## src/rtl/diag_psum_collector_if.sv

```systemverilog
// Handshake bundle between the diagonal PE array, the psum collector and its downstream consumer.
interface diag_psum_collector_if #(
    parameter int unsigned DW        = 16,
    parameter int unsigned Dimension = 16
);
    localparam int unsigned LW = $clog2(Dimension);

    logic                      diag_valid;
    logic [DW*Dimension-1:0]   diag_in;
    logic                      diag_last;
    logic                      out_ready;
    logic                      out_valid;
    logic [DW-1:0]             out_data;
    logic [LW-1:0]             out_lane;
    logic                      out_last;
    logic                      busy;
    logic                      ovf_err;
    logic                      drop_err;

    modport master (
        output diag_valid, diag_in, diag_last, out_ready,
        input  out_valid, out_data, out_lane, out_last, busy, ovf_err, drop_err
    );

    modport slave (
        input  diag_valid, diag_in, diag_last, out_ready,
        output out_valid, out_data, out_lane, out_last, busy, ovf_err, drop_err
    );
endinterface

```

## src/rtl/diag_psum_collector.sv

```systemverilog
// Accumulates diagonal psum vectors per lane, then drains one reduced lane per beat.
// Optional macro PSUM_SAT_EN: saturating reduction instead of truncation.
module diag_psum_collector #(
    parameter int unsigned DW        = 16,
    parameter int unsigned Dimension = 16,
    parameter int unsigned ACC_W     = 24
) (
    input  logic                  clk,
    input  logic                  rst,
    diag_psum_collector_if.slave  bus
);
    localparam int unsigned LW = $clog2(Dimension);
    localparam logic [LW-1:0] LAST_LANE = LW'(Dimension - 1);

    localparam logic [1:0] IDLE  = 2'd0;
    localparam logic [1:0] ACCUM = 2'd1;
    localparam logic [1:0] DRAIN = 2'd2;

`ifdef PSUM_SAT_EN
    localparam logic signed [ACC_W-1:0] SAT_MAX = {{(ACC_W-DW+1){1'b0}}, {(DW-1){1'b1}}};
    localparam logic signed [ACC_W-1:0] SAT_MIN = {{(ACC_W-DW+1){1'b1}}, {(DW-1){1'b0}}};
`endif

    logic [1:0]              state, state_nxt;
    logic [LW-1:0]           cnt, cnt_nxt;
    logic signed [ACC_W-1:0] acc      [Dimension];
    logic signed [ACC_W-1:0] acc_nxt  [Dimension];
    logic signed [ACC_W-1:0] lane_ext [Dimension];
    logic signed [ACC_W-1:0] lane_sum [Dimension];
    logic [Dimension-1:0]    lane_ovf;
    logic                    ovf_q, ovf_nxt;
    logic                    drop_q, drop_nxt;
    logic signed [ACC_W-1:0] sel_acc;
    logic [DW-1:0]           red;

    logic                    out_valid_q;
    logic [DW-1:0]           out_data_q;
    logic [LW-1:0]           out_lane_q;
    logic                    out_last_q;
    logic                    busy_q;

    // Per-lane sign extension, wrapping add and signed-overflow detect
    for (genvar k = 0; k < Dimension; k++) begin : g_lane
        assign lane_ext[k] = {{(ACC_W-DW){bus.diag_in[DW*k+DW-1]}}, bus.diag_in[DW*k +: DW]};
        assign lane_sum[k] = acc[k] + lane_ext[k];
        assign lane_ovf[k] = (acc[k][ACC_W-1] == lane_ext[k][ACC_W-1]) &&
                             (lane_sum[k][ACC_W-1] != acc[k][ACC_W-1]);
    end

    always_ff @(posedge clk or posedge rst) begin
        if (rst) begin
            state  <= IDLE;
            cnt    <= '0;
            ovf_q  <= 1'b0;
            drop_q <= 1'b0;
            for (int k = 0; k < Dimension; k++) acc[k] <= '0;
        end else begin
            state  <= state_nxt;
            cnt    <= cnt_nxt;
            ovf_q  <= ovf_nxt;
            drop_q <= drop_nxt;
            for (int k = 0; k < Dimension; k++) acc[k] <= acc_nxt[k];
        end
    end

    always_comb begin
        state_nxt = state;
        cnt_nxt   = cnt;
        ovf_nxt   = ovf_q;
        drop_nxt  = drop_q;
        for (int k = 0; k < Dimension; k++) acc_nxt[k] = acc[k];

        case (state)
            IDLE, ACCUM: begin
                if (bus.diag_valid) begin
                    for (int k = 0; k < Dimension; k++) acc_nxt[k] = lane_sum[k];
                    ovf_nxt   = ovf_q | (|lane_ovf);
                    cnt_nxt   = '0;
                    state_nxt = bus.diag_last ? DRAIN : ACCUM;
                end
            end
            DRAIN: begin
                if (bus.diag_valid) drop_nxt = 1'b1;
                if (bus.out_ready) begin
                    if (cnt == LAST_LANE) begin
                        for (int k = 0; k < Dimension; k++) acc_nxt[k] = '0;
                        cnt_nxt   = '0;
                        state_nxt = IDLE;
                    end else begin
                        cnt_nxt = cnt + LW'(1);
                    end
                end
            end
            default: begin
                state_nxt = IDLE;
                cnt_nxt   = '0;
            end
        endcase
    end

    // Reduction of the lane that will be presented after this edge
    always_comb begin
        sel_acc = acc_nxt[cnt_nxt];
`ifdef PSUM_SAT_EN
        if (sel_acc > SAT_MAX)      red = DW'(SAT_MAX);
        else if (sel_acc < SAT_MIN) red = DW'(SAT_MIN);
        else                        red = DW'(sel_acc);
`else
        red = DW'(sel_acc);
`endif
    end

    // Outputs are registered from next-state values so the first beat appears one cycle after diag_last
    always_ff @(posedge clk or posedge rst) begin
        if (rst) begin
            out_valid_q <= 1'b0;
            out_data_q  <= '0;
            out_lane_q  <= '0;
            out_last_q  <= 1'b0;
            busy_q      <= 1'b0;
        end else if (state_nxt == DRAIN) begin
            out_valid_q <= 1'b1;
            out_data_q  <= red;
            out_lane_q  <= cnt_nxt;
            out_last_q  <= (cnt_nxt == LAST_LANE);
            busy_q      <= 1'b1;
        end else begin
            out_valid_q <= 1'b0;
            out_data_q  <= '0;
            out_lane_q  <= '0;
            out_last_q  <= 1'b0;
            busy_q      <= 1'b0;
        end
    end

    assign bus.out_valid = out_valid_q;
    assign bus.out_data  = out_data_q;
    assign bus.out_lane  = out_lane_q;
    assign bus.out_last  = out_last_q;
    assign bus.busy      = busy_q;
    assign bus.ovf_err   = ovf_q;
    assign bus.drop_err  = drop_q;
endmodule

```

## src/flat_wrapper.sv

```systemverilog
// flat-port wrapper written by rule: the top's interface ports become plain ports
module diag_psum_collector_flat 
#(
    parameter int unsigned DW        = 16,
    parameter int unsigned Dimension = 16,
    parameter int unsigned ACC_W     = 24
)
  (clk, rst, bus_diag_valid, bus_diag_in, bus_diag_last, bus_out_ready, bus_out_valid, bus_out_data, bus_out_lane, bus_out_last, bus_busy, bus_ovf_err, bus_drop_err);
  diag_psum_collector_if #(.DW(DW), .Dimension(Dimension)) bus_i ();
  input  logic clk;
  input  logic rst;
  input wire logic [$bits(bus_i.diag_valid)-1:0] bus_diag_valid;
  input wire logic [$bits(bus_i.diag_in)-1:0] bus_diag_in;
  input wire logic [$bits(bus_i.diag_last)-1:0] bus_diag_last;
  input wire logic [$bits(bus_i.out_ready)-1:0] bus_out_ready;
  output wire logic [$bits(bus_i.out_valid)-1:0] bus_out_valid;
  output wire logic [$bits(bus_i.out_data)-1:0] bus_out_data;
  output wire logic [$bits(bus_i.out_lane)-1:0] bus_out_lane;
  output wire logic [$bits(bus_i.out_last)-1:0] bus_out_last;
  output wire logic [$bits(bus_i.busy)-1:0] bus_busy;
  output wire logic [$bits(bus_i.ovf_err)-1:0] bus_ovf_err;
  output wire logic [$bits(bus_i.drop_err)-1:0] bus_drop_err;
  assign bus_i.diag_valid = bus_diag_valid;
  assign bus_i.diag_in = bus_diag_in;
  assign bus_i.diag_last = bus_diag_last;
  assign bus_i.out_ready = bus_out_ready;
  assign bus_out_valid = bus_i.out_valid;
  assign bus_out_data = bus_i.out_data;
  assign bus_out_lane = bus_i.out_lane;
  assign bus_out_last = bus_i.out_last;
  assign bus_busy = bus_i.busy;
  assign bus_ovf_err = bus_i.ovf_err;
  assign bus_drop_err = bus_i.drop_err;
  diag_psum_collector #(.DW(DW), .Dimension(Dimension), .ACC_W(ACC_W)) u_core (.clk(clk), .rst(rst), .bus(bus_i));
endmodule
```

## config.mk

```make
export PLATFORM = sky130hd
export DESIGN_NAME = diag_psum_collector_flat
export DESIGN_NICKNAME = d
export VERILOG_FILES = /design/src/rtl/diag_psum_collector_if.sv /design/src/rtl/diag_psum_collector.sv /design/src/flat_wrapper.sv
export SDC_FILE = /design/constraint.sdc
export NUM_CORES = 2
export LEC_CHECK = 0
export BUFFER_PORTS_ARGS = -buffer_cell sky130_fd_sc_hd__buf_2
export CAP_MARGIN = 20
export CORE_MARGIN = 2
export CORE_UTILIZATION = 53
export CTS_CLUSTER_DIAMETER = 40
export DETAILED_ROUTE_END_ITERATION = 7
export PLACE_DENSITY = 0.72
export SETUP_SLACK_MARGIN = 0.5
export SLEW_MARGIN = 20
export SYNTH_ARGS = -nofsm -noshare
export SYNTH_HDL_FRONTEND = slang
export SYNTH_SLANG_ARGS = --single-unit
```

## constraint.sdc

```tcl
create_clock -name clk -period 13.9 [get_ports clk]
set_input_delay 0.695 -clock clk [delete_from_list [all_inputs] [get_ports clk]]
set_output_delay 0.695 -clock clk [all_outputs]
set_load 0.02 [all_outputs]
```

---- Word level (Yosys, flattened, before mapping) ----
Index checks and enable logic that the tools add are counted.
cells by class
  add/sub/neg operators ................... 17
  magnitude comparators ................... 1
  equality and inequality tests ........... 37
  muxes and demuxes ....................... 20
  bitwise gates (word level) .............. 2
  reduce and logical (&&, ||, !) cells .... 21
operators by type and width
  kind                   count
  $mux W384              3
  $pmux W384 S2          1
  $add A24 B16 Y24       16
  $bmux W24 S4           1
  $mux W16               3
  $eq A1 B1 Y1           16
  $logic_and A1 B1 Y1    16
  $mux W4                4
  $ne A1 B1 Y1           16
  $reduce_or A16 Y1      1
  $eq A4 B4 Y1 const B   2
  $mux W2                4
  $pmux W4 S2            1
  $ge A5 B5 Y1 const B   1
  $not A4 Y5             1
  $add A4 B1 Y4 const B  1
  $eq A2 B2 Y1 const B   2
  $pmux W2 S2            1
  $reduce_and A2 Y1      2
  $eq A2 B1 Y1 const B   1
  $logic_not A2 Y1       1
  $mux W1                2
  $reduce_or A2 Y1       1
  $or A1 B1 Y1           1
storage, ports and cells
  register bits ........................... 414
  bits of input ports ..................... 261
  output and inout port bits .............. 25
  logic and storage cells ................. 122

---- Depth between registers and ports, before layout ----
  word-level depth ........................ 9
  mapped depth ............................ 14
  mapped depth without buffers ............ 14

---- Worst setup path after synthesis ----
Ideal clock, no wire load.
  path type ............................... input-to-reg
  start ................................... input bus_diag_in[128]
  end ..................................... register (tool-made name)
  setup time .............................. 0.131 ns
  arrival time ............................ 3.227 ns
  data required time ...................... 13.769 ns
  path slack .............................. 10.541 ns
  cell stages on the path ................. 14
  buffers on the path ..................... 0
  cell sequence ........................... ha_1 -> inv_1 -> fa_1 -> nor2b_1 -> o211ai_1 -> a211oi_1 -> o21ai_1 -> nor4b_2 -> o31ai_1 -> a21oi_1 -> nor2b_1 -> o21ai_1 -> and3_1 -> or3_1
RTL lines
  what             RTL line            RTL
  start, declared  flat_wrapper.sv:13  input wire logic [$bits(bus_i.diag_in)-1:0] bus_diag_in;

==> results.py <==
metrics = {
    "worst_hold_path": {
        "hold_class": "in -> async",
    },
    "worst_setup_path": {
        "crit_path_cell_trace": "nor2b_4, buf_4, buf_4, buf_4, nand2_1, a21oi_1, mux2i_1, a221o_1, a21oi_1, a311o_1",
        "crit_path_frequent_cell": "buf_4",
        "crit_buf_inv": 3,
        "crit_type": "reg -> reg",
        "critical-path-slowest-cell": "buf_4",
        "cp_max_fo": 68,
        "r2r-end": "u_core.bus.out_data[6]",
        "worst_ep_required_time_ps": 14470,
        "critPathTopFamily": "buffers and inverters",
        "arrival_ps": 4960,
        "max_stage_delay_ps": 750,
        "r2r-start": "u_core.state[1]",
        "r2r_slack_ps": 9510,
        "endpoint_kind": "flip-flop",
        "start_kind": "flip-flop",
        "cp_num_cells": 10,
        "r2r_cells": 10,
    },
    "grt": {
        "antenna_found_initial": 3,
        "grt_max_degree": 207,
        "grt_usage_pct": 33.6,
        "grt_pass1_wl_um": 177000,
        "overflow": 0,
        "grt_pass1_vias": 31500,
    },
    "floorplan": {
        "dieArea_um2": 67600,
        "io_pins": 286,
        "die_h_um": 260,
        "die_x_um": 260,
        "initial_core_util_pct": 53.8,
        "fp.coreArea_um2": 64600,
        "rows": 93,
    },
    "route": {
        "drtIter0Drc": 3207,
        "route.vias.total": 33900,
        "viasPerCell": 6.24,
        "drc": 0,
        "met3_length_um": 10300,
        "drt_wl_total_um": 116000,
        "top_layer": "met5",
        "m1WireLength_um": 49600,
        "wire_per_inst_um": 21.3,
        "drtPass1Iterations": 8,
        "ant_nets": 0,
        "met2_length_um": 49900,
    },
    "pwr": {
        "switching_share_pct": 46.1,
        "power.internal_w": 0.00574,
        "cellPowerDensity_nw_per_um2": 266,
        "power_switching_w": 0.00491,
        "power_frac_comb_pct": 58.7,
        "leakage_nw": 18.5,
        "fin_total_pwr_w": 0.0107,
        "seq_power_share_pct": 20.6,
        "power_frac_clock_pct": 20.7,
        "ir_drop_mv": 0.122,
    },
    "layout": {
        "layout.nets": 5139,
        "ff_latch_area_um2": 10400,
        "final_cell_mix": "nand2_1 (629), a21oi_1 (443), dfrtp_1 (414)",
        "multi_input_area_um2": 23300,
        "fill_cells": 5755,
        "synthToLayoutAreaGrowth_pct": 15.1,
        "final_common_cell": "nand2_1",
        "drive_above_1_share_pct": 11.2,
    },
    "logic_synthesis": {
        "synth_fp_nets": 4897,
        "synth_top_cells_by_area": "dfrtp_1 (30%), ha_1 (13%), nand2_1 (6.8%)",
        "yosys.area.top_type_share_pct": 29.8,
        "yosysWarnings": 0,
        "ys_seq_area_share_pct": 29.8,
        "ys_types": 97,
        "synthFlopType": "dfrtp_1",
        "avgSynthCellArea_um2": 8.17,
        "syn_inst": 4251,
        "synth_edf_count": 0,
        "synth_seq_cells": 414,
        "syn_area_um2": 34700,
        "async_flop_share_pct": 100,
        "yosysTopAreaCell": "dfrtp_1",
    },
    "flow_run": {
        "drv_cap": 0,
    },
    "clocking": {
        "clock_path_buffers": 3,
        "cts_setup_buffers": 0,
        "cts_max_level": 3,
        "postCtsHoldBufs": 0,
        "clkSlewWorstSetupHoldPaths_ps": 50,
        "cts_root_buffer": "clkbuf_16",
        "clock-sinks": 414,
        "clk_latency_ps": 640,
        "cts_resized": 0,
        "cts_buffers": 90,
        "cts_tree": "yes",
    },
    "timing": {
        "final-max-slew-violation-count": 0,
        "fin_skew_ps": 35.5,
        "fin_crit_ps": 4390,
        "final_hold_viol_count": 0,
        "fin_crit_sh_pct": 31.5,
        "tightest_slew_ps": 1280,
        "rsz0062_at_grt": "false",
        "holdWs_ps": 177,
        "fin_setup_tns_ps": 0,
        "setup_ws_ps": 9510,
        "relSlewSlack_pct": 14.4,
        "max_freq_mhz": 228,
        "setup_viol": 0,
    },
    "placed_design": {
        "pre_cts_ws_ps": 9140,
        "dp_hpwl_um": 82900,
        "gp_congestion": 0.966,
        "io_buffers": 285,
    },
    "outcome": {
        "status": "finished clean",
    },
}
[worst max path at each step]
stage,start,endpoint
detailed placement,bus_diag_valid,u_core.bus.out_data[6]
floorplan,rst,asynchronous set/reset pin
global route,u_core.state[1],u_core.bus.out_data[13]
finish,u_core.state[1],u_core.bus.out_data[6]
global placement,bus_diag_valid,u_core.bus.out_data[6]
CTS,u_core.state[1],u_core.bus.out_data[13]
[metrics by stage]
stage | instances | utilization (%) | area, um2
after floorplan | 4251 | - | 34700
after global placement | 5256 | 57.1 | 36900
after detailed placement | 5256 | 57.1 | 36900
after CTS | 5422 | 61.9 | 40000
after global routing | 5423 | 61.9 | 40000
final | 5424 | 61.9 | 40000
[power groups by stage]
stage          combinational [W]  clock [W]  sequential (W)
2_1_floorplan            0.00469          0         0.00208
3_3_place_gp             0.00599          0         0.00218
3_5_place_dp             0.00608          0         0.00219
4_1_cts                  0.00614    0.00223         0.00218
5_1_grt                  0.00691    0.00229         0.00225
6_report                 0.00625    0.00221         0.00219
[synthesized netlist by cell type (40+ instances only)]
master / n
o21ai_0: 266
a31oi_1: 42
o21bai_1: 40
dfrtp_1: 414
nor2_1: 301
inv_1: 123
a21o_1: 96
a21oi_1: 444
xnor2_1: 134
nand2b_1: 62
nand3_1: 85
xor2_1: 116
ha_1: 369
nand2_1: 629
nor3_1: 80
o21a_1: 60
nor2b_1: 40
clkbuf_1: 94
o21ai_1: 99
a211oi_1: 107
[cell families (layout without fill, tap and decap cells)]
| family | after synthesis | after routing | synth area share, % |
|---|---|---|---|
| AOI/OAI and AO/OA | 1465 | 1465 | 26.7 |
| xor gates and xnor gates | 250 | 250 | 6.30 |
| adders and majority gates | 385 | 385 | 14.2 |
| buffers and inverters | 287 | 603 | 3.27 |
| DFF | 414 | 414 | 29.8 |
| muxes | 37 | 37 | 1.18 |
| other | 0 | 2 | 0 |
| and+or+nand+nor | 1413 | 1413 | 18.5 |
[layer usage]
layer,track usage (%),vias up
li1,-,16100
met1,45.7,16000
met2,50.0,1458
met3,7.52,273
met4,16.9,2
met5,0,-
[layout make-up]
cell class | count | area share (%)
multi-input combinational | 3550 | 58.3
sequential | 414 | 25.9
clock buffer | 116 | 6.26
timing repair buffer | 310 | 4.13
tap | 855 | 2.68
clock inverter | 50 | 1.52
inverter | 127 | 1.22
antenna | 2 | 0.0125
No activity file was read; power rests on OpenSTA's default activity.
